## config.mk

```make
export PLATFORM = sky130hd
export DESIGN_NAME = muldiv_ctrl
export DESIGN_NICKNAME = d
export VERILOG_FILES = /design/src/rtl/muldiv_ctrl.sv
export SDC_FILE = /design/constraint.sdc
export NUM_CORES = 2
export LEC_CHECK = 0
export BUFFER_PORTS_ARGS = -buffer_cell sky130_fd_sc_hd__clkbuf_2
export CAP_MARGIN = 20
export CELL_PAD_IN_SITES_DETAIL_PLACEMENT = 1
export CELL_PAD_IN_SITES_GLOBAL_PLACEMENT = 2
export CORE_ASPECT_RATIO = 1.1
export CORE_MARGIN = 10
export CORE_UTILIZATION = 42
export DETAILED_ROUTE_END_ITERATION = 12
export PLACE_DENSITY_LB_ADDON = 0.1
export SYNTH_ARGS = -nofsm -noshare
export SYNTH_HDL_FRONTEND = slang
export SYNTH_SLANG_ARGS = --single-unit
```

## constraint.sdc

```tcl
create_clock -name clk -period 13.4 [get_ports clk]
set_clock_uncertainty 0.05 [all_clocks]
set_input_delay 2.01 -clock clk [delete_from_list [all_inputs] [get_ports clk]]
set_output_delay 2.01 -clock clk [all_outputs]
set_load 0.03 [all_outputs]
```

## src/rtl/muldiv_ctrl.sv

```systemverilog
// muldiv_ctrl: multi-cycle MULT/MULTU/DIV/DIVU sequencer that produces HI/LO results.
// Latency: MUL_LAT+1 cycles for multiply, 33 for divide, 1 for divide-by-zero (accept to whilo_out).
// Backpressure: arith_stall holds the execute stage while the unit is busy; start is ignored unless IDLE.
//
// Ports:
//   clk, rstn        clock, synchronous active-low reset
//   start, op        request and operation (00 MULT, 01 MULTU, 10 DIV, 11 DIVU)
//   src_a, src_b     rs / rt operands
//   flush            abort any operation, no result written
//   arith_stall      combinational hold request to the execute stage
//   busy             high while in MUL or DIV
//   hi_out, lo_out   registered HI/LO results, held between operations
//   whilo_out        one-cycle HI/LO write enable in DONE
module muldiv_ctrl #(
  parameter int MUL_LAT = 2
) (
  input  logic        clk,
  input  logic        rstn,
  input  logic        start,
  input  logic [1:0]  op,
  input  logic [31:0] src_a,
  input  logic [31:0] src_b,
  input  logic        flush,
  output logic        arith_stall,
  output logic        busy,
  output logic [31:0] hi_out,
  output logic [31:0] lo_out,
  output logic        whilo_out
);

  typedef enum logic [1:0] {IDLE, MUL, DIV, DONE} state_t;

  localparam logic [5:0] MUL_LAST = 6'(MUL_LAT - 1);
  localparam logic [5:0] DIV_LAST = 6'd31;

  state_t      state;
  logic        mul_unsigned;   // latched op[0] for the multiply
  logic [31:0] a_q;            // multiplicand, or dividend magnitude shifting into quotient
  logic [31:0] b_q;            // multiplier, or divisor magnitude
  logic [31:0] rem_q;          // partial remainder
  logic        neg_quo;
  logic        neg_rem;
  logic [5:0]  cnt;

  // Operand magnitudes for a signed divide; DIVU passes operands straight through.
  logic        div_signed;
  logic [31:0] a_mag;
  logic [31:0] b_mag;
  assign div_signed = ~op[0];
  assign a_mag = (div_signed && src_a[31]) ? -src_a : src_a;
  assign b_mag = (div_signed && src_b[31]) ? -src_b : src_b;

  // Full 64-bit product; sign- or zero-extension selects MULT vs MULTU.
  logic [63:0] ext_a;
  logic [63:0] ext_b;
  logic [63:0] product;
  assign ext_a   = {(mul_unsigned ? 32'h0 : {32{a_q[31]}}), a_q};
  assign ext_b   = {(mul_unsigned ? 32'h0 : {32{b_q[31]}}), b_q};
  assign product = ext_a * ext_b;

  // One restoring-divide step. rem_q < divisor, so the shifted remainder is below
  // 2*divisor: bit 32 of the difference is a clean borrow flag.
  logic [32:0] rem_sh;
  logic [32:0] rem_sub;
  logic        take;
  logic [31:0] rem_nxt;
  logic [31:0] quo_nxt;
  logic [31:0] quo_fin;
  logic [31:0] rem_fin;
  assign rem_sh  = {rem_q, a_q[31]};
  assign rem_sub = rem_sh - {1'b0, b_q};
  assign take    = ~rem_sub[32];
  assign rem_nxt = take ? rem_sub[31:0] : rem_sh[31:0];
  assign quo_nxt = {a_q[30:0], take};
  // 0x80000000 / -1 wraps to 0x80000000 here without special handling.
  assign quo_fin = neg_quo ? -quo_nxt : quo_nxt;
  assign rem_fin = neg_rem ? -rem_nxt : rem_nxt;

  assign arith_stall = ((state == IDLE) && start && !flush) || (state == MUL) || (state == DIV);

  always_ff @(posedge clk) begin
    if (!rstn) begin
      state        <= IDLE;
      busy         <= 1'b0;
      whilo_out    <= 1'b0;
      hi_out       <= 32'h0;
      lo_out       <= 32'h0;
      cnt          <= 6'd0;
      mul_unsigned <= 1'b0;
      a_q          <= 32'h0;
      b_q          <= 32'h0;
      rem_q        <= 32'h0;
      neg_quo      <= 1'b0;
      neg_rem      <= 1'b0;
    end else if (flush) begin
      // Abort: no write pulse, results and working registers untouched.
      state     <= IDLE;
      busy      <= 1'b0;
      whilo_out <= 1'b0;
    end else begin
      whilo_out <= 1'b0;
      case (state)
        IDLE: begin
          if (start) begin
            mul_unsigned <= op[0];
            cnt          <= 6'd0;
            rem_q        <= 32'h0;
            if (!op[1]) begin
              state <= MUL;
              busy  <= 1'b1;
              a_q   <= src_a;
              b_q   <= src_b;
            end else if (src_b == 32'h0) begin
              // Divide by zero completes immediately with a fixed result.
              state     <= DONE;
              hi_out    <= src_a;
              lo_out    <= 32'hFFFF_FFFF;
              whilo_out <= 1'b1;
            end else begin
              state   <= DIV;
              busy    <= 1'b1;
              a_q     <= a_mag;
              b_q     <= b_mag;
              neg_quo <= div_signed & (src_a[31] ^ src_b[31]);
              neg_rem <= div_signed & src_a[31];
            end
          end
        end
        MUL: begin
          cnt <= cnt + 6'd1;
          if (cnt == MUL_LAST) begin
            state     <= DONE;
            busy      <= 1'b0;
            whilo_out <= 1'b1;
            hi_out    <= product[63:32];
            lo_out    <= product[31:0];
          end
        end
        DIV: begin
          cnt   <= cnt + 6'd1;
          rem_q <= rem_nxt;
          a_q   <= quo_nxt;
          if (cnt == DIV_LAST) begin
            state     <= DONE;
            busy      <= 1'b0;
            whilo_out <= 1'b1;
            hi_out    <= rem_fin;
            lo_out    <= quo_fin;
          end
        end
        DONE: begin
          state <= IDLE;
        end
        default: begin
          state <= IDLE;
        end
      endcase
    end
  end

endmodule

```

-- After elaboration in Yosys (flattened, before gate mapping)
Index checks and enable logic that the tools add are counted.
- mux-type cells: 47
- multipliers: 1
- $add $sub $neg: 6
- bitwise operators: 8
- equality and inequality tests: 12
- reduce and logical (&&, ||, !) cells: 23
- operator list (kind ; count):
    32-bit two-way mux ; 23
    32-bit case mux with 3 select lines ; 2
    32-bit negation ; 4
    32-bit case mux with 2 select lines ; 2
    64-bit by 64-bit multiplier with 64-bit output ; 1
    33-bit by 32-bit subtractor with 33-bit output ; 1
    32-bit zero test ; 1
    6-bit case mux with 2 select lines ; 1
    3-bit AND reduction ; 4
    1-bit two-way mux ; 11
    5-bit AND reduction ; 2
    2-bit two-way mux ; 4
    2-bit case mux with 4 select lines ; 1
    4-bit AND reduction ; 2
    7-bit AND reduction ; 1
    6-bit by 1-bit adder with 6-bit output, second input constant ; 1
    6-bit by 1-bit == test with 1-bit output, second input constant ; 1
    6-bit by 5-bit == test with 1-bit output, second input constant ; 1
    6-bit two-way mux ; 1
    2-bit by 1-bit inequality test with 1-bit output, second input constant ; 3
    2-bit inequality test, second input constant ; 3
    1-bit case mux with 3 select lines ; 2
    1-bit inverter ; 5
    2-bit == test, second input constant ; 2
    other kinds (11) ; 18
- word-level logic and storage cells: 109
- input port bits: 70
- bits in registers: 173

-- Longest topological paths before layout
- depth in word-level cells: 7
- gate-level depth with buffers: 36

-- Worst setup path before layout
OpenSTA, ideal clock, no wires.
- path type: register -> register
- start: register a_q[31]
- end: register hi_out[29]
- slack: 3.846 ns
- data required time: 13.223 ns
- path buffers: 3
- cell stages (with the launch flop): 33
- arrival time: 9.377 ns
- cell sequence: dfxtp_1 > clkbuf_1 > nor2b_1 > clkbuf_1 > clkbuf_1 > nand2_1 > fa_1 > inv_1 > fa_1 > fa_1 > inv_1 > fa_1 > inv_1 > fa_1 > fa_1 > fa_1 > fa_1 > fa_1 > inv_1 > fa_1 > inv_1 > ha_1 > a21o_1 > a21o_1 > a21o_1 > a21o_1 > a21o_1 > a21o_1 > a221oi_1 > xor2_1 > o21ai_0 > a32oi_1 > nand2_1
- word-level cells in the longest chain between the ends: 6
- elaborated cells between the ends (all ways): 9
- classes of those cells: add/sub: 2; mul: 1; mux: 6
- ends and longest elaborated chain (what ; RTL line ; text):
    start: declaration ; 38 ; logic [31:0] a_q;
    start signal: assignment ; 111 ; a_q <= src_a;
    start signal: assignment ; 122 ; a_q <= a_mag;
    start signal: assignment ; 142 ; a_q <= quo_nxt;
    parallel branches: the longest is 5 deep, another holds 64-bit by 64-bit multiplier with 64-bit output ; n/a ;
    32-bit case mux with 3 select lines * ; 102 ; case (state)
    end signal: assignment ; 116 ; hi_out <= src_a;
    end signal: assignment ; 135 ; hi_out <= product[63:32];
    end signal: assignment ; 147 ; hi_out <= rem_fin;
    end: declaration ; 26 ; output logic [31:0] hi_out,
Every way passes the cells marked *. The select of a mux whose other input is x is not followed.
A chain may end at the register's enable or synchronous reset.

-- Worst setup path after layout
- start: register mul_unsigned
- end: register hi_out[23]
- word-level cells in the longest chain between the ends: 4
- elaborated cells between the ends (all ways): 5
- classes of those cells: mul: 1; mux: 4
- ends and longest elaborated chain (what ; RTL line ; text):
    start: declaration ; 37 ; logic mul_unsigned;
    start signal: assignment ; 105 ; mul_unsigned <= op[0];
    32-bit two-way mux, on equally long branches ; 57, 58 ;
    64-bit by 64-bit multiplier with 64-bit output * ; 59 ; assign product = ext_a * ext_b;
    32-bit two-way mux * ; 131 ; if (cnt == MUL_LAST) begin
    32-bit case mux with 3 select lines * ; 102 ;
Every way passes the cells marked *; elsewhere a longest branch is shown, timed or not. The select of a mux whose other input is x is not followed.

==> run_results.csv <==
group,metric,value,unit
placed_design,place.port_buffers,136,
clock_tree,cts_sinks,173,
pwr,p_comb_share,72.4,%
finish,multi_input_area,50100,um^2
pwr,p_seq_share,14.0,%
timing,finalCritPeriodShare,78.8,%
critical_path,arrival,10980,ps
synth,syn_nets,8781,
finish,nNetsFinal,8667,
route,postRouteAntennaNets,0,
finish,register_area,3500,um^2
finish,fin_util,44.5,%
clock_tree,post_cts_buffers,0,
grt,grt_max_degree,79,
die,start_util,42.3,%
critical_path,cpMostUsedCell,"fa_1",
synth,yosysMostFrequentCell,"inv_1",
finish,drive_above_1_share,5.32,%
grt,grt_pass1_wl,355000,um
critical_path,reg2reg_depth,31,
finish,fin_area,64200,um^2
min_path,min_to,"hi_out[11]",
synth,synth-main-ff-cell,"dfxtp_1",
critical_path,crit_slowest_cell,"fa_1",
clock_tree,clock_path_buffers,2,
pwr,p_leak,31.7,nW
critical_path,rrSetupSlack,2840,ps
synth,synth_edf_count,0,
finish,fillers,16851,
synth,synth.area.top_cells,"fa_1 47%, inv_1 9.8%, ha_1 7.2%, dfxtp_1 5.7%, and2_1 5.3%",
timing,slew_headroom,25.8,%
finish,fin_cells,8768,
synth,ys_seq_area_share,5.68,%
placed_design,numPlacedInstances,8729,
pwr,p_per_area,67.4,nW/um^2
placed_design,gp_congestion,0.923,
timing,setup_viol,0,
grt,grt.total_usage,29.7,%
route,via_per_inst,5.49,
route,post-route-drc-count,0,
min_path,hold_depth,2,
synth,synth_common_cells,"1599 x inv_1, 1420 x fa_1, 749 x nand2_1",
pwr,peakVddDrop,0.136,mV
route,drt-initial-drc-count,3466,
pwr,clockPowerShare,13.6,%
timing,drv_slew,0,
timing,worst_slew_pin_slew,1110,ps
pwr,swShare,56.9,%
clock_tree,tritoncts,"yes",
critical_path,worstSetupPathType,"reg -> reg",
route,wl,234000,um
clock_tree,cts_resized,0,
critical_path,cp_data_required_time,13820,ps
timing,worst_hold_slack,414,ps
synth,synth_warnings,0,
timing,fmax,94.7,MHz
critical_path,cp-startpoint,"mul_unsigned",
die,die-height,420,um
clock_tree,clock_latency,570,ps
pwr,p_int,0.00186,W
timing,hold_viol,0,
clock_tree,numCtsBuffers,17,
route,drt_first_pass_iters,5,
critical_path,timing.rr.end,"hi_out[23]",
synth,synthArstFlopShare,0,%
timing,fin_crit,10560,ps
synth,syn-cell-area,60900,um^2
min_path,worstHoldStart,"hi_out[11]",
pwr,power_switching,0.00246,W
timing,rsz0062_at_grt,"false",
synth,syn_inst,6940,
synth,yosysTopAreaCell,"fa_1",
die,die_w,383,um
grt,antenna_found_initial,9,
finish,area_growth,5.27,%
die,core_area,144000,um^2
clock_tree,root_buffer,"clkbuf_16",
critical_path,r2r_start,"mul_unsigned",
timing,tns,0,ps
run_status,status,"finished, final reports clean",
critical_path,cp-end-kind,"register",
synth,ys_seq_elements,173,
critical_path,crit_fanout,11,
critical_path,cp-start-kind,"register",
grt,grt_pass1_vias,52956,
min_path,hold_class,"reg -> reg",
synth,ys_types,97,
synth,synth_top_area_share,46.6,%
critical_path,max_stage_delay,910,ps
route,wire_per_inst,26.7,um
clock_tree,clk_pin_slew,110,ps
synth,avgSynthCellArea,8.78,um^2
clock_tree,cts-htree-levels,4,
placed_design,dp_hpwl,193000,um
die,rows,146,
die,ioPinCount,137,
grt,grt_overflow,0,
die,dieArea,161000,um^2
job,drv_cap,0,
clock_tree,hold_buffers,0,
route,vias,48108,
placed_design,place_area,63500,um^2
[flip-flops by register name, summed over array words and instances (netlist names), 2 cells and up]
register / flops
state: 2
hi_out: 32
cnt: 6
rem_q: 32
a_q: 32
lo_out: 32
b_q: 32
[logic make-up (layout without fill, tap and decap cells)]
group / count (synthesis) / after routing / synth area share (%)
adders and majority gates: 1773 / 1773 / 53.9
AOI/OAI and AO/OA: 798 / 798 / 8.68
DFF: 173 / 173 / 5.68
buffers and inverters: 1981 / 1880 / 12.3
and+or+nand+nor: 1930 / 1930 / 15.3
other: 0 / 5 / 0
muxes: 49 / 49 / 0.836
xor gates and xnor gates: 236 / 236 / 3.39
[metal layers]
metal / routed length, um / GRT usage (%)
met2: 105000 / 46.0
met5: 37 / 0
met1: 107000 / 42.7
met3: 17300 / 6.04
met4: 5140 / 6.41
[worst max path at each step]
stage / to / slack (ps) / cells past startpoint
global placement: hi_out[22] / 2960 / 30
floorplan: hi_out[29] / 3850 / 32
detailed placement: hi_out[23] / 2860 / 31
finish: hi_out[23] / 2840 / 31
global route: hi_out[31] / 2340 / 31
CTS: hi_out[23] / 2830 / 31
[cells in the final DEF, fill, tap and decap left out, types with 12 or more instances in the layout]
master / n
xnor2_1: 165
nand4_1: 14
xor2_1: 71
dfxtp_1: 147
nand2_1: 747
a221oi_1: 42
o31ai_1: 28
mux2i_1: 43
nor4_1: 28
nor3_1: 65
and3_1: 24
nor2_1: 337
or3_1: 29
nand2b_1: 26
a31oi_1: 50
and2_1: 517
inv_1: 1598
fa_1: 1420
a211oi_1: 59
o21bai_1: 15
o211ai_1: 27
a21oi_1: 204
a21o_1: 40
dfxtp_2: 26
nand3b_1: 12
clkbuf_2: 136
or4_1: 16
clkbuf_16: 17
buf_4: 107
o21a_1: 21
o21ai_0: 168
ha_1: 349
nand3_1: 60
[critical path: cells and delay by family (launching register included)]
| family | cells | cell delay [ps] |
|---|---|---|
| flops | 1 | 900 |
| xor+xnor | 1 | 200 |
| compound gates | 7 | 1540 |
| fa+ha+maj | 11 | 6140 |
| buf+inv | 7 | 800 |
| simple gates | 5 | 840 |
[metrics by stage]
stage / worst slack [ps] / total power, W
floorplan: 3850 / 0.00260
global placement: 2960 / 0.00367
detailed placement: 2860 / 0.00369
CTS: 2830 / 0.00434
global route: 2340 / 0.00471
finish: 2840 / 0.00432
[final cells by class]
class | instances | area share, %
Multi-Input combinational cell | 4786 | 78.1
Sequential cell | 173 | 5.45
Clock buffer | 17 | 0.663
Tap cell | 1924 | 3.75
Clock inverter | 15 | 0.296
Antenna cell | 5 | 0.0195
Inverter | 1603 | 9.38
Timing Repair Buffer | 245 | 2.39
[power groups by stage]
stage	Combinational [W]	Sequential, W	Clock, W
after floorplan	0.00201	0.000586	0
after global placement	0.00306	0.000614	0
after detailed placement	0.00308	0.000615	0
after CTS	0.00313	0.000603	0.000606
after global routing	0.00348	0.000607	0.000623
final	0.00313	0.000604	0.000590
Note: power is estimated with default switching activity, not from simulation.
